--- config.mk ---
export PLATFORM = sky130hd
export DESIGN_NAME = dot_accum
export DESIGN_NICKNAME = d
export VERILOG_FILES = /design/src/rtl/dot_accum.sv
export SDC_FILE = /design/constraint.sdc
export NUM_CORES = 1
export LEC_CHECK = 0
export BUFFER_PORTS_ARGS = -buffer_cell sky130_fd_sc_hd__buf_4
export CORE_UTILIZATION = 35
export CTS_BUF_LIST = sky130_fd_sc_hd__clkbuf_4 sky130_fd_sc_hd__clkbuf_8
export DETAILED_ROUTE_END_ITERATION = 12
export GPL_TIMING_DRIVEN = 1
export SYNTH_ARGS = -nofsm -noshare
export SYNTH_HDL_FRONTEND = slang
export SYNTH_SLANG_ARGS = --single-unit
--- constraint.sdc ---
create_clock -name clk -period 42.9 [get_ports clk]
set_input_delay 8.58 -clock clk [delete_from_list [all_inputs] [get_ports clk]]
set_output_delay 8.58 -clock clk [all_outputs]
set_load 0.02 [all_outputs]
--- src/rtl/dot_accum.sv ---
`default_nettype none
// +----------------------------------------------------------------------------+
// | dot_accum : fp16 partial-sum accumulator behind a 128-input adder tree,    |
// |             with shadow valid pipeline, credit back-pressure, result FIFO. |
// | Optional macro DOT_ACCUM_RELU_EN clamps negative results on push.         |
// | Revision : 1.0                                                             |
// +----------------------------------------------------------------------------+
module dot_accum #(
  parameter int TREE_LAT = 7,
  parameter int DEPTH    = 4
) (
  input  logic        clk,
  input  logic        rst,
  input  logic        in_valid,
  input  logic        in_last,
  output logic        in_ready,
  input  logic [15:0] tree_sum,
  output logic        out_valid,
  input  logic        out_ready,
  output logic [15:0] out_data,
  output logic        busy
);
  localparam int AW = $clog2(DEPTH);
  localparam int CW = AW + 1;
  localparam int PW = $clog2(TREE_LAT + 1);
  localparam int SW = ((CW > PW) ? CW : PW) + 1;

  // IEEE fp16 add, round-to-nearest-even, with three guard/round/sticky bits.
  function automatic logic [15:0] fp16_add(input logic [15:0] a, input logic [15:0] b);
    logic [15:0] x, y;
    logic [10:0] mx, my;
    logic [5:0]  ex, ey, e, d;
    logic [13:0] ax, sy, lost;
    logic [14:0] s;
    logic [11:0] m;
    logic        inc;
    begin
      if ((a[14:10] == 5'h1f && a[9:0] != 10'h0) || (b[14:10] == 5'h1f && b[9:0] != 10'h0))
        return 16'h7E00;
      if (a[14:10] == 5'h1f)
        return (b[14:10] == 5'h1f && a[15] != b[15]) ? 16'h7E00 : a;
      if (b[14:10] == 5'h1f)
        return b;
      if (a[14:0] >= b[14:0]) begin x = a; y = b; end
      else                    begin x = b; y = a; end
      ex   = (x[14:10] == 5'h0) ? 6'd1 : {1'b0, x[14:10]};
      ey   = (y[14:10] == 5'h0) ? 6'd1 : {1'b0, y[14:10]};
      mx   = {x[14:10] != 5'h0, x[9:0]};
      my   = {y[14:10] != 5'h0, y[9:0]};
      d    = ex - ey;
      ax   = {mx, 3'b000};
      lost = '0;
      if (d >= 6'd14) begin
        sy = {13'h0, |my};
      end else begin
        sy    = {my, 3'b000} >> d;
        lost  = {my, 3'b000} & ((14'h1 << d) - 14'h1);
        sy[0] = sy[0] | (|lost);
      end
      s = (x[15] == y[15]) ? ({1'b0, ax} + {1'b0, sy}) : ({1'b0, ax} - {1'b0, sy});
      if (s == 15'h0)
        return {x[15] & y[15], 15'h0};
      e = ex;
      if (s[14]) begin
        s = {1'b0, s[14:2], s[1] | s[0]};
        e = e + 6'd1;
      end
      for (int i = 0; i < 13; i++) begin
        if (!s[13] && e > 6'd1) begin
          s = s << 1;
          e = e - 6'd1;
        end
      end
      inc = s[2] & (s[1] | s[0] | s[3]);
      m   = {1'b0, s[13:3]} + {11'h0, inc};
      if (m[11]) begin
        m = m >> 1;
        e = e + 6'd1;
      end
      if (e >= 6'd31)
        return {x[15], 5'h1f, 10'h0};
      return {x[15], m[10] ? e[4:0] : 5'h0, m[9:0]};
    end
  endfunction

  logic [TREE_LAT-1:0] r_sv, r_sl;
  logic [15:0]         r_acc;
  logic                r_first;
  logic [15:0]         r_mem [DEPTH];
  logic [AW-1:0]       r_wr, r_rd;
  logic [CW-1:0]       r_count;

  logic          w_issue, w_vd, w_ld, w_push, w_pop;
  logic [15:0]   w_sum, w_push_val;
  logic [PW-1:0] w_pending;

  assign w_issue = in_valid & in_ready;
  assign w_vd    = r_sv[TREE_LAT-1];
  assign w_ld    = r_sl[TREE_LAT-1];
  assign w_sum   = r_first ? tree_sum : fp16_add(r_acc, tree_sum);
  assign w_push  = w_vd & w_ld;
  assign w_pop   = out_valid & out_ready;

`ifdef DOT_ACCUM_RELU_EN
  assign w_push_val = w_sum[15] ? 16'h0000 : w_sum;
`else
  assign w_push_val = w_sum;
`endif

  always_comb begin
    w_pending = '0;
    for (int i = 0; i < TREE_LAT; i++)
      w_pending = w_pending + PW'(r_sl[i]);
  end

  // Last chunks still in the tree hold a FIFO slot in reserve.
  assign in_ready  = (SW'(r_count) + SW'(w_pending)) < SW'(DEPTH);
  assign out_valid = (r_count != '0);
  assign out_data  = r_mem[r_rd];
  assign busy      = (|r_sv) | ~r_first;

  always_ff @(posedge clk or posedge rst) begin
    if (rst) begin
      r_sv    <= '0;
      r_sl    <= '0;
      r_acc   <= 16'h0000;
      r_first <= 1'b1;
      r_wr    <= '0;
      r_rd    <= '0;
      r_count <= '0;
      for (int i = 0; i < DEPTH; i++)
        r_mem[i] <= 16'h0000;
    end else begin
      r_sv <= {r_sv[TREE_LAT-2:0], w_issue};
      r_sl <= {r_sl[TREE_LAT-2:0], w_issue & in_last};
      if (w_vd) begin
        r_acc   <= w_sum;
        r_first <= w_ld;
      end
      if (w_push) begin
        r_mem[r_wr] <= w_push_val;
        r_wr        <= r_wr + AW'(1);
      end
      if (w_pop)
        r_rd <= r_rd + AW'(1);
      if (w_push && !w_pop)
        r_count <= r_count + CW'(1);
      else if (!w_push && w_pop)
        r_count <= r_count - CW'(1);
    end
  end
endmodule
`default_nettype wire
Word level (Yosys, flattened, before mapping) --
Index checks and enable logic that the tools add are counted. W data, S select, Z words.
Word-level totals: flip-flop bits (word level) 102, input bits 21, output and inout port bits 19
Cells by class: add/sub/neg operators 31, order comparisons 20, equality and inequality tests 4, shift operators 2, muxes and demuxes 201, bitwise gates (word level) 15, reduce and logical (&&, ||, !) cells 47
Operators with widths (number):
- $mux W14 | 74
- $mux W6 | 75
- $mux W16 | 23
- $gt A6 B1 Y1 const B | 13
- $sub A6 B1 Y6 const B | 13
- $bwmux W64 | 1
- $mux W11 | 5
- $bmux W16 S2 | 1
- $demux W16 S2 | 1
- $reduce_bool A10 Y1 | 2
- $logic_and A1 B1 Y1 | 19
- $add A14 B14 Y15 | 1
- $ge A15 B15 Y1 | 1
- $logic_not A1 Y1 | 15
- $logic_not A15 Y1 | 1
- $mux W1 | 15
- $mux W15 | 1
- $mux W5 | 3
- $sub A14 B14 Y15 | 1
- $and A14 B14 Y14 | 1
- $reduce_or A14 Y1 | 1
- $shl A1 B6 Y14 const A | 1
- $shr A14 B6 Y14 | 1
- $sub A14 B1 Y14 const B | 1
- 31 further kinds | 50

Depth between registers and ports, before layout --
Gate-level depths: netlist of run 1.
depth in word-level cells 146, depth in mapped cells 151, mapped depth without buffers 130

Least setup slack after synthesis of run 1 --
Ideal clock, no wire load.
kind input port to flip-flop, start point input tree_sum[13], end point register r_acc[14], setup time 0.142 ns, data arrival time 39.058 ns, required time 42.758 ns, setup slack 3.700 ns, stages on the path 142, path through clkbuf_1 > inv_1 > ha_1 > nand4_1 > or4_1 > o211ai_1 > nor2_1 > buf_2 > buf_2 > a21boi_0 > nand4_1 > nand2_1 > inv_1 > ha_1 > clkbuf_1 > clkbuf_1 > clkbuf_1 > nand2_1 > [... 106 more ...] > mux2_2 > ha_1 > o22ai_1 > mux2_4 > o31a_1 > buf_4 > clkbuf_1 > nor2_1 > o311ai_0 > nand2_1 > ha_1 > nand4b_1 > mux2i_1 > nand3_1 > mux2i_1 > inv_1 > a221oi_2 > o22ai_1
On the way: word-level cells in the longest chain between the ends 136, elaborated cells on any way between the ends 272
RTL lines:
- from (decl) | line 17 | input logic [15:0] tree_sum,
- $ge A15 B15 Y1 | line 44 | if (a[14:0] >= b[14:0]) begin x = a; y = b; end
- $mux W16 (2 in series) | line 44
- $mux W16 | line 42 | if (b[14:10] == 5'h1f)
- $mux W16 | line 40 | if (a[14:10] == 5'h1f)
- $logic_not A5 Y1 (on tied branches) | line 46, 47
- $mux W5 (on tied branches) | line 46, 47
- $sub A5 B5 Y6 | line 50 | d = ex - ey;
- $shl A1 B6 Y14 | line 57 | lost = {my, 3'b000} & ((14'h1 << d) - 14'h1);
- [... 119 more ...]
- $mux W1 | line 42
- $mux W1 | line 40
- $mux W16 | line 82 | return {x[15], m[10] ? e[4:0] : 5'h0, m[9:0]};
- $mux W16 | line 63 | e = ex;
- $mux W16 | line 44
- $mux W16 | line 42
- $mux W16 (*) | line 40
- $mux W16 (*) | line 100 | assign w_sum = r_first ? tree_sum : fp16_add(r_acc, tree_sum);
- to (signal assigned) | line 137 | r_acc <= w_sum;
- to (decl) | line 87 | logic [15:0] r_acc;
Every way passes the cells marked *; elsewhere a longest branch is shown, timed or not. The select of a mux whose other input is x is not followed. A chain may end at the register's enable or synchronous reset.

Worst setup path after layout of run 1 --
start point input tree_sum[14], end point register r_acc[14]
On the way: word-level cells in the longest chain between the ends 136, elaborated cells on any way between the ends 272
RTL lines (line):
- $ge A15 B15 Y1 | 44
- $mux W16 (2 in series) | 44
- $mux W16 | 42
- $mux W16 | 40
- $logic_not A5 Y1 (on tied branches) | 46, 47
- $mux W5 (on tied branches) | 46, 47
- $sub A5 B5 Y6 | 50
- $shl A1 B6 Y14 | 57
- [... 119 more ...]
- $mux W1 | 42
- $mux W1 | 40
- $mux W16 | 82
- $mux W16 | 63
- $mux W16 | 44
- $mux W16 | 42
- $mux W16 | 40
- $mux W16 (*) | 100
Marks and branches as above.

==> results of run 1 <==
## layout make-up
type	instances	area [µm²]
timing repair buffer	57	428
tap	592	741
fill	4637	27700
clock inverter	6	43.8
clock buffer	10	138
antenna	1	2.50
inverter	102	385
sequential	102	2550
multi-input combinational	1850	12400
## flip-flops by register name, indices dropped and copies added (netlist names)
name / count
r_first: 1
r_mem: 64
r_acc: 16
r_wr: 2
r_sl: 7
r_sv: 7
r_rd: 2
r_count: 3
## cells in the mapped netlist, drive strengths merged (20+ instances only)
cell type / n / share of area, %
nand2: 290 / 6.9
nor2: 196 / 4.7
and2: 31 / 1.2
clkbuf: 82 / 2.0
mux2i: 93 / 6.0
ha: 81 / 6.4
nor4: 20 / 1.0
dfrtp: 101 / 16
mux2: 42 / 3.0
and3: 25 / 0.99
xnor2: 52 / 2.9
a21oi: 167 / 5.5
o21a: 23 / 1.1
buf: 36 / 1.1
o21ai: 196 / 6.3
o211ai: 28 / 1.4
nand4: 29 / 1.1
or2: 21 / 0.83
a31oi: 34 / 1.7
a21o: 35 / 1.7
a211oi: 32 / 1.6
inv: 97 / 2.3
nor3: 62 / 2.1
o31ai: 22 / 1.2
nand3: 68 / 2.2
## cells by family (layout without fill, tap and decap cells)
logic type / count (synthesis) / after routing / synth area share (%)
adder cells (fa/ha/maj): 87 / 87 / 7.17
AND/OR/NAND/NOR: 816 / 816 / 24.5
multiplexers: 153 / 153 / 11.5
AO/OA/AOI/OAI: 728 / 729 / 31.4
other: 0 / 1 / 0
buffers and inverters: 220 / 175 / 5.52
flip-flops: 102 / 102 / 16.2
XOR/XNOR: 65 / 65 / 3.70
## routing by layer
| layer | vias to the layer above | wire length [µm] | share of wire, % | global-route usage (%) |
|---|---|---|---|---|
| li1 | 7985 | - | - | - |
| met1 | 7985 | 23300 | 46 | 29.6 |
| met2 | 569 | 23300 | 46 | 34.5 |
| met3 | 64 | 2650 | 5.3 | 1.48 |
| met4 | 0 | 989 | 2.0 | 4.64 |
| met5 | - | 0 | 0 | 0 |
## metrics by stage
step / instance area [µm²] / util [%]
floorplan: 15800 / -
global route: 16700 / 37.6
CTS: 16700 / 37.6
detailed placement: 16500 / 37.1
finish: 16700 / 37.6
global placement: 16500 / 37.1
## final timing paths
kind,depth (start not counted),startpoint,slack [ns],end
hold reg to reg,0,r_sv[1],0.37,r_sv[2]
min in group asynchronous,2,rst,8.28,r_mem[32]
setup / recovery,124,tree_sum[14],2.91,r_acc[14]
max in group asynchronous,3,rst,33.48,r_sv[4]
setup reg to reg,122,r_acc[4],10.87,r_acc[14]
hold / removal,0,r_sv[1],0.37,r_sv[2]
## layout by cell type (no fill, tap or decap), types with 54 or more instances in the layout
master | netlist | layout
inv_1 | 96 | 95
buf_4 | 3 | 57
nand2_1 | 290 | 290
dfrtp_1 | 101 | 101
a21oi_1 | 161 | 161
nor2_1 | 194 | 193
ha_1 | 81 | 81
o21ai_0 | 139 | 139
nor3_1 | 58 | 58
mux2i_1 | 90 | 90
o21ai_1 | 54 | 54
nand3_1 | 68 | 68
## worst max-delay path: cells and delay by family
kind / cells / cell delay, ns
adder cells (fa/ha/maj): 18 / 6.03
multiplexers: 5 / 1.62
AO/OA/AOI/OAI: 44 / 12.11
AND/OR/NAND/NOR: 39 / 7.45
XOR/XNOR: 4 / 1.45
buffers and inverters: 14 / 2.93
==> results by group, run 1 <==
Run status
  • Status: finished, final reports clean

Setup path
  • CP max FO: 33
  • Crit-path slowest cell: fa_2
  • CP peak stage delay: 0.81 ns
  • CP Class: primary input to flip-flop
  • Worst EP arrival: 40.22 ns
  • Critical path capture point type: flip-flop
  • Worst endpoint required time: around 43 ns
  • Crit start category: primary input

Global route
  • Gr usage total: between 20% and 30%
  • Vias in the first global route: 15300
  • Largest net degree at the start of global routing: 59
  • Global-route wire length before repair: a little over 80000 µm
  • Grt ovf: 0
  • Initial antenna violation count: 1

STA
  • Crit share post-route: 93.2%
  • Worst-case hold slack: about 0.37 ns
  • Setup TNS: 0 ns
  • Final-report hold violation count: 0
  • Fin crit period: 39.99 ns
  • Max-slew violations: 0
  • RSZ-0062 raised after global routing: no
  • Setup ws final: 2.91 ns
  • Fmax: 25.0 MHz
  • Final setup fails: 0
  • Worst slew pin tran: between 1 and 1.5 ns
  • Slew HR: 20.9%
  • Skew final: ~0.015 ns

Yosys
  • Synth Instances: 2171
  • Average size of a mapped cell: 7.28 µm²
  • Post-synth ARST share: 100%
  • Seq/Total Area, Yosys: between 15 and 20%
  • Yosys warning total: 0
  • Post-synth EDFFs: 0
  • Syn_nets: 2279
  • FF+latch count, synth: 102
  • Ys flop type: dfrtp_1
  • Post-Syn Area: 15800 µm²
  • Distinct cells, synth: 114

Drt
  • Iteration-0 DRC Markers: roughly 1400
  • Via density: 6.10
  • Routed length per placed instance: between 15 and 20 µm
  • DRT Pass-1 Iters: 6
  • Remaining DRCs: 0
  • Final ANT Viol Nets: 0
  • Vias: 16600
  • WL final: 50200 µm

Place
  • Hpwl dp: 38900 µm
  • Setup slack at placement: 2.50 ns
  • Placed insts: 2702
  • RePlAce Congestion: 0.930
  • IO buf count: 39

Clock network
  • CTS H-Tree Depth: 3
  • Reg clk slew, reported paths: 0.10 ns
  • Hold-fix buffer count after cts: 0
  • Clock latency on the worst-skew pair: approximately 0.37 ns
  • Post-CTS resize count: 0
  • CTS sink cnt: 102
  • CTS Buf Count: 9
  • Max clock buf depth: 2
  • CTS tree: built
  • Clock Root Buffer: clkbuf_8
  • Post-CTS setup buffers: 0

Die
  • Die area: 46000 µm²
  • Width of the die: around 210 µm
  • Total core area: about 44000 µm²
  • Initial core utilization: between 30% and 40%
  • Top-level I/O count: 40
  • Die Span Y: around 210 µm
  • Core Rows: between 70 and 80

Cells and area
  • Fraction of layout cells with a size suffix above 1: 9.83%
  • P&R area growth vs syn: 5.65%
  • Post-Layout Cell Count: approximately 2700
  • Layout Nets: around 2200

Run
  • Max cap viols: 0

Min path
  • Worst Hold Class: flip-flop to flip-flop
Power of run 1 is left out: the tool's default activity adds up to more than one toggle a clock period on the data nets, which glitch-free logic cannot reach.
==> run 2: changes to the inputs <==
--- a/config.mk
+++ b/config.mk
@@ -5,8 +5,9 @@
 export SDC_FILE = /design/constraint.sdc
 export NUM_CORES = 1
 export LEC_CHECK = 0
+export ABC_AREA = 1
 export BUFFER_PORTS_ARGS = -buffer_cell sky130_fd_sc_hd__buf_4
-export CORE_UTILIZATION = 35
+export CORE_UTILIZATION = 45
 export CTS_BUF_LIST = sky130_fd_sc_hd__clkbuf_4 sky130_fd_sc_hd__clkbuf_8
 export DETAILED_ROUTE_END_ITERATION = 12
 export GPL_TIMING_DRIVEN = 1
==> constraint.sdc (replaced) <==
create_clock -name clk -period 42.9 [get_ports clk]
set_input_delay 4.29 -clock clk [delete_from_list [all_inputs] [get_ports clk]]
set_output_delay 4.29 -clock clk [all_outputs]
set_load 0.02 [all_outputs]
==> run 2 against run 1 <==
  * Cell area decreased by 4.2%
  * Register-to-register slack improved by 6.3 ns
  * Critical path depth increased by 35
  * First-iteration DRC count decreased by 27%
  * Sequential share of layout area increased by 0.67 points
  * Fmax increased by 36%
  * Die area decreased by 23%
  * Non-clock buffer count decreased by 12
  * Global-route usage increased by 2.2 points
==> results by group, run 2 <==
Clock network
  • CTS Buf Count: 9 (unchanged)
  • Post-CTS setup buffers: 0 (unchanged)
  • CTS tree: built
  • Clock latency on the worst-skew pair: 0.38 ns (about the same)
  • Clock Root Buffer: clkbuf_8
  • Max clock buf depth: 2 (unchanged)
  • Reg clk slew, reported paths: 0.10 ns (about the same)
  • CTS sink cnt: 102 (unchanged)
  • CTS H-Tree Depth: 3 (unchanged)
  • Post-CTS resize count: 0 (unchanged)
  • Hold-fix buffer count after cts: 0 (unchanged)

Yosys
  • Post-Synth XOR/XNOR Area: 2.24% (-1.5 points)
  • Synth area leaders: nand2_1 20%, dfrtp_1 16%, inv_1 7.5%, o21ai_0 6.5%, ha_1 6.5%
  • Yosys warning total: 0 (unchanged)
  • Post-synth top area share: 19.7% (+3.7 points)
  • Average size of a mapped cell: 6.22 µm² (-15%)
  • Post-synth ARST share: 100% (unchanged)
  • Synth cell count leaders: 821 x nand2_1, 310 x inv_1, 204 x o21ai_0
  • Largest family of logic cells by synthesized area: simple AND/OR/NAND/NOR gates
  • Most common cell in the synthesized netlist: nand2_1
  • Synth Area in Compound Gates: 13.7% (-18 points)
  • Synth Instances: 2511 (+16%)
  • Synth Area in Simple Gates: 46.8% (+22 points)
  • Yosys top cell by area: nand2_1
  • Distinct cells, synth: 70 (-39%)
  • FF+latch count, synth: 102 (unchanged)
  • Post-synth EDFFs: 0 (unchanged)
  • Syn_nets: 2619 (+15%)
  • Post-Syn Area: 15600 µm² (-1.2%)
  • Seq/Total Area, Yosys: 16.4% (+0.20 points)
  • Ys flop type: dfrtp_1
  • Post-synthesis mux area share: 0.0721% (-11 points)
  • Adder-cell share of the synthesized area: 7.26% (+0.088 points)

Global route
  • Initial antenna violation count: 2 (+1)
  • Vias in the first global route: 14100 (-7.9%)
  • Grt ovf: 0 (unchanged)
  • Gr usage total: 23.1% (+2.2 points)
  • Largest net degree at the start of global routing: 53 (-10%)
  • Global-route wire length before repair: 68500 µm (-15%)

Drt
  • Remaining DRCs: 0 (unchanged)
  • Via density: 5.13 (-16%)
  • Final ANT Viol Nets: 0 (unchanged)
  • WL final: 40900 µm (-19%)
  • Routed length per placed instance: 13.9 µm (-25%)
  • Vias: 15100 (-9.2%)
  • Iteration-0 DRC Markers: 1033 (-27%)
  • DRT Pass-1 Iters: 7 (+1)

Die
  • Total core area: 33900 µm² (-24%)
  • Core Rows: 67 (-13%)
  • Top-level I/O count: 40 (unchanged)
  • Die Span Y: 188 µm (-12%)
  • Initial core utilization: 46.1% (+11 points)
  • Width of the die: 188 µm (-12%)
  • Die area: 35400 µm² (-23%)

Run status
  • Status: finished, final reports clean

Cells and area
  • Most common library cell in the layout ignoring fill and taps: nand2_1
  • Filler cell count: 3688 (-20%)
  • Commonest cells after routing, fill and taps aside: 821 x nand2_1, 309 x inv_1, 204 x o21ai_0, 195 x nand3_1, 153 x nor2_1
  • Biggest register: r_mem
  • Layout Nets: 2593 (+16%)
  • Max FFs per register: 64 (unchanged)
  • Fraction of layout cells with a size suffix above 1: 15.9% (+6.1 points)
  • P&R area growth vs syn: 2.45%
  • Largest registers: r_mem x64, r_acc x16

Place
  • RePlAce Congestion: 0.922 (-0.84%)
  • Hpwl dp: 32100 µm (-18%)
  • IO buf count: 39 (unchanged)

Setup path
  • CP Class: primary input to flip-flop
  • Worst EP arrival: 29.63 ns (-10.59 ns)
  • CP peak stage delay: 0.79 ns (-0.02 ns)
  • Crit path top cell by count: nand2_1
  • CP max FO: 39 (+18%)
  • Crit-path slowest cell: xnor2_1
  • Worst endpoint required time: 43.15 ns (+0.02 ns)
  • Crit start category: primary input
  • Critical path capture point type: flip-flop

STA
  • Fin crit period: 29.38 ns (-10.61 ns)
  • Max-slew violations: 0 (unchanged)
  • Setup TNS: 0 ns (unchanged)
  • Worst slew pin tran: 1.08 ns (-0.102 ns)
  • Final setup fails: 0 (unchanged)
  • Fmax: 34.0 MHz (+36%)
  • Skew final: 0.0165 ns (+0.00155 ns)
  • Slew HR: 27.6% (+6.7 points)
  • Crit share post-route: 68.5% (-25 points)
  • RSZ-0062 raised after global routing: no
  • Final-report hold violation count: 0 (unchanged)

Min path
  • Worst Hold Class: flip-flop to flip-flop

Run
  • Max cap viols: 0 (unchanged)
-- run 2: cell count changes after synthesis, moves of 42 or more --
| cell | previous run | this run |
|---|---|---|
| nor3_1 | 58 | 13 |
| xnor2_1 | 51 | 9 |
| nand2_4 | 0 | 65 |
| nand2_2 | 0 | 104 |
| inv_1 | 96 | 310 |
| nand2_1 | 290 | 821 |
| o21ai_0 | 139 | 204 |
| nand3_1 | 68 | 195 |
| a21oi_1 | 161 | 43 |
| mux2i_1 | 90 | 0 |
| clkbuf_1 | 81 | 28 |
-- run 2: layer usage --
metal,GRT usage [%],wire [µm]
met3,1.69,1540
met4,6.13,721
met1,31.2,19500
met5,0,0
met2,39.4,19100
-- run 2: worst paths after layout --
check	start	to	slack (ns)	cells after the start
worst max-delay path	tree_sum[14]	r_acc[14]	13.52	159
worst min-delay path	r_sv[2]	r_sv[3]	0.38	0
worst max register to register	r_acc[6]	r_acc[14]	17.19	157
worst min register to register	r_sv[2]	r_sv[3]	0.38	0
max in group asynchronous	rst	r_acc[7]	37.78	3
min in group asynchronous	rst	r_rd[1]	3.98	2
-- run 2: worst max-delay path, delay by kind of cell --
family / cells / cell delay (ns)
and+or+nand+nor: 102 / 14.34
adders and majority gates: 18 / 4.27
AOI/OAI and AO/OA: 16 / 3.37
buffers and inverters: 21 / 2.35
xor gates and xnor gates: 2 / 0.96
-- run 2: logic make-up after synthesis --
| family | count (synthesis) |
|---|---|
| simple gates | 1481 |
| buf+inv | 437 |
| compound gates | 363 |
| flops | 102 |
| fa+ha+maj | 87 |
| xor+xnor | 40 |
| mux | 1 |
-- run 2: cell type report --
type	instances	area, µm²	area share, %
inverter	355	1360	8.53
clock inverter	6	90.1	0.563
tap	448	561	3.50
sequential	102	2550	16.0
clock buffer	10	138	0.860
multi-input combinational	1972	10900	68.4
antenna	2	5.00	0.0313
timing repair buffer	45	338	2.11
-- run 2: metrics by stage --
stage	area, µm²	cells	setup slack (ns)	utilization, %	hold WS (ns)
floorplan	15600	2511	17.65	-	0.354
global placement	15800	2922	14.06	46.5	0.356
detailed placement	15800	2922	13.29	46.5	0.364
CTS	16000	2938	13.59	47.2	0.382
global route	16000	2940	10.56	47.2	0.396
finish	16000	2940	13.52	47.2	0.378
Power of run 2 is left out for the same reason.
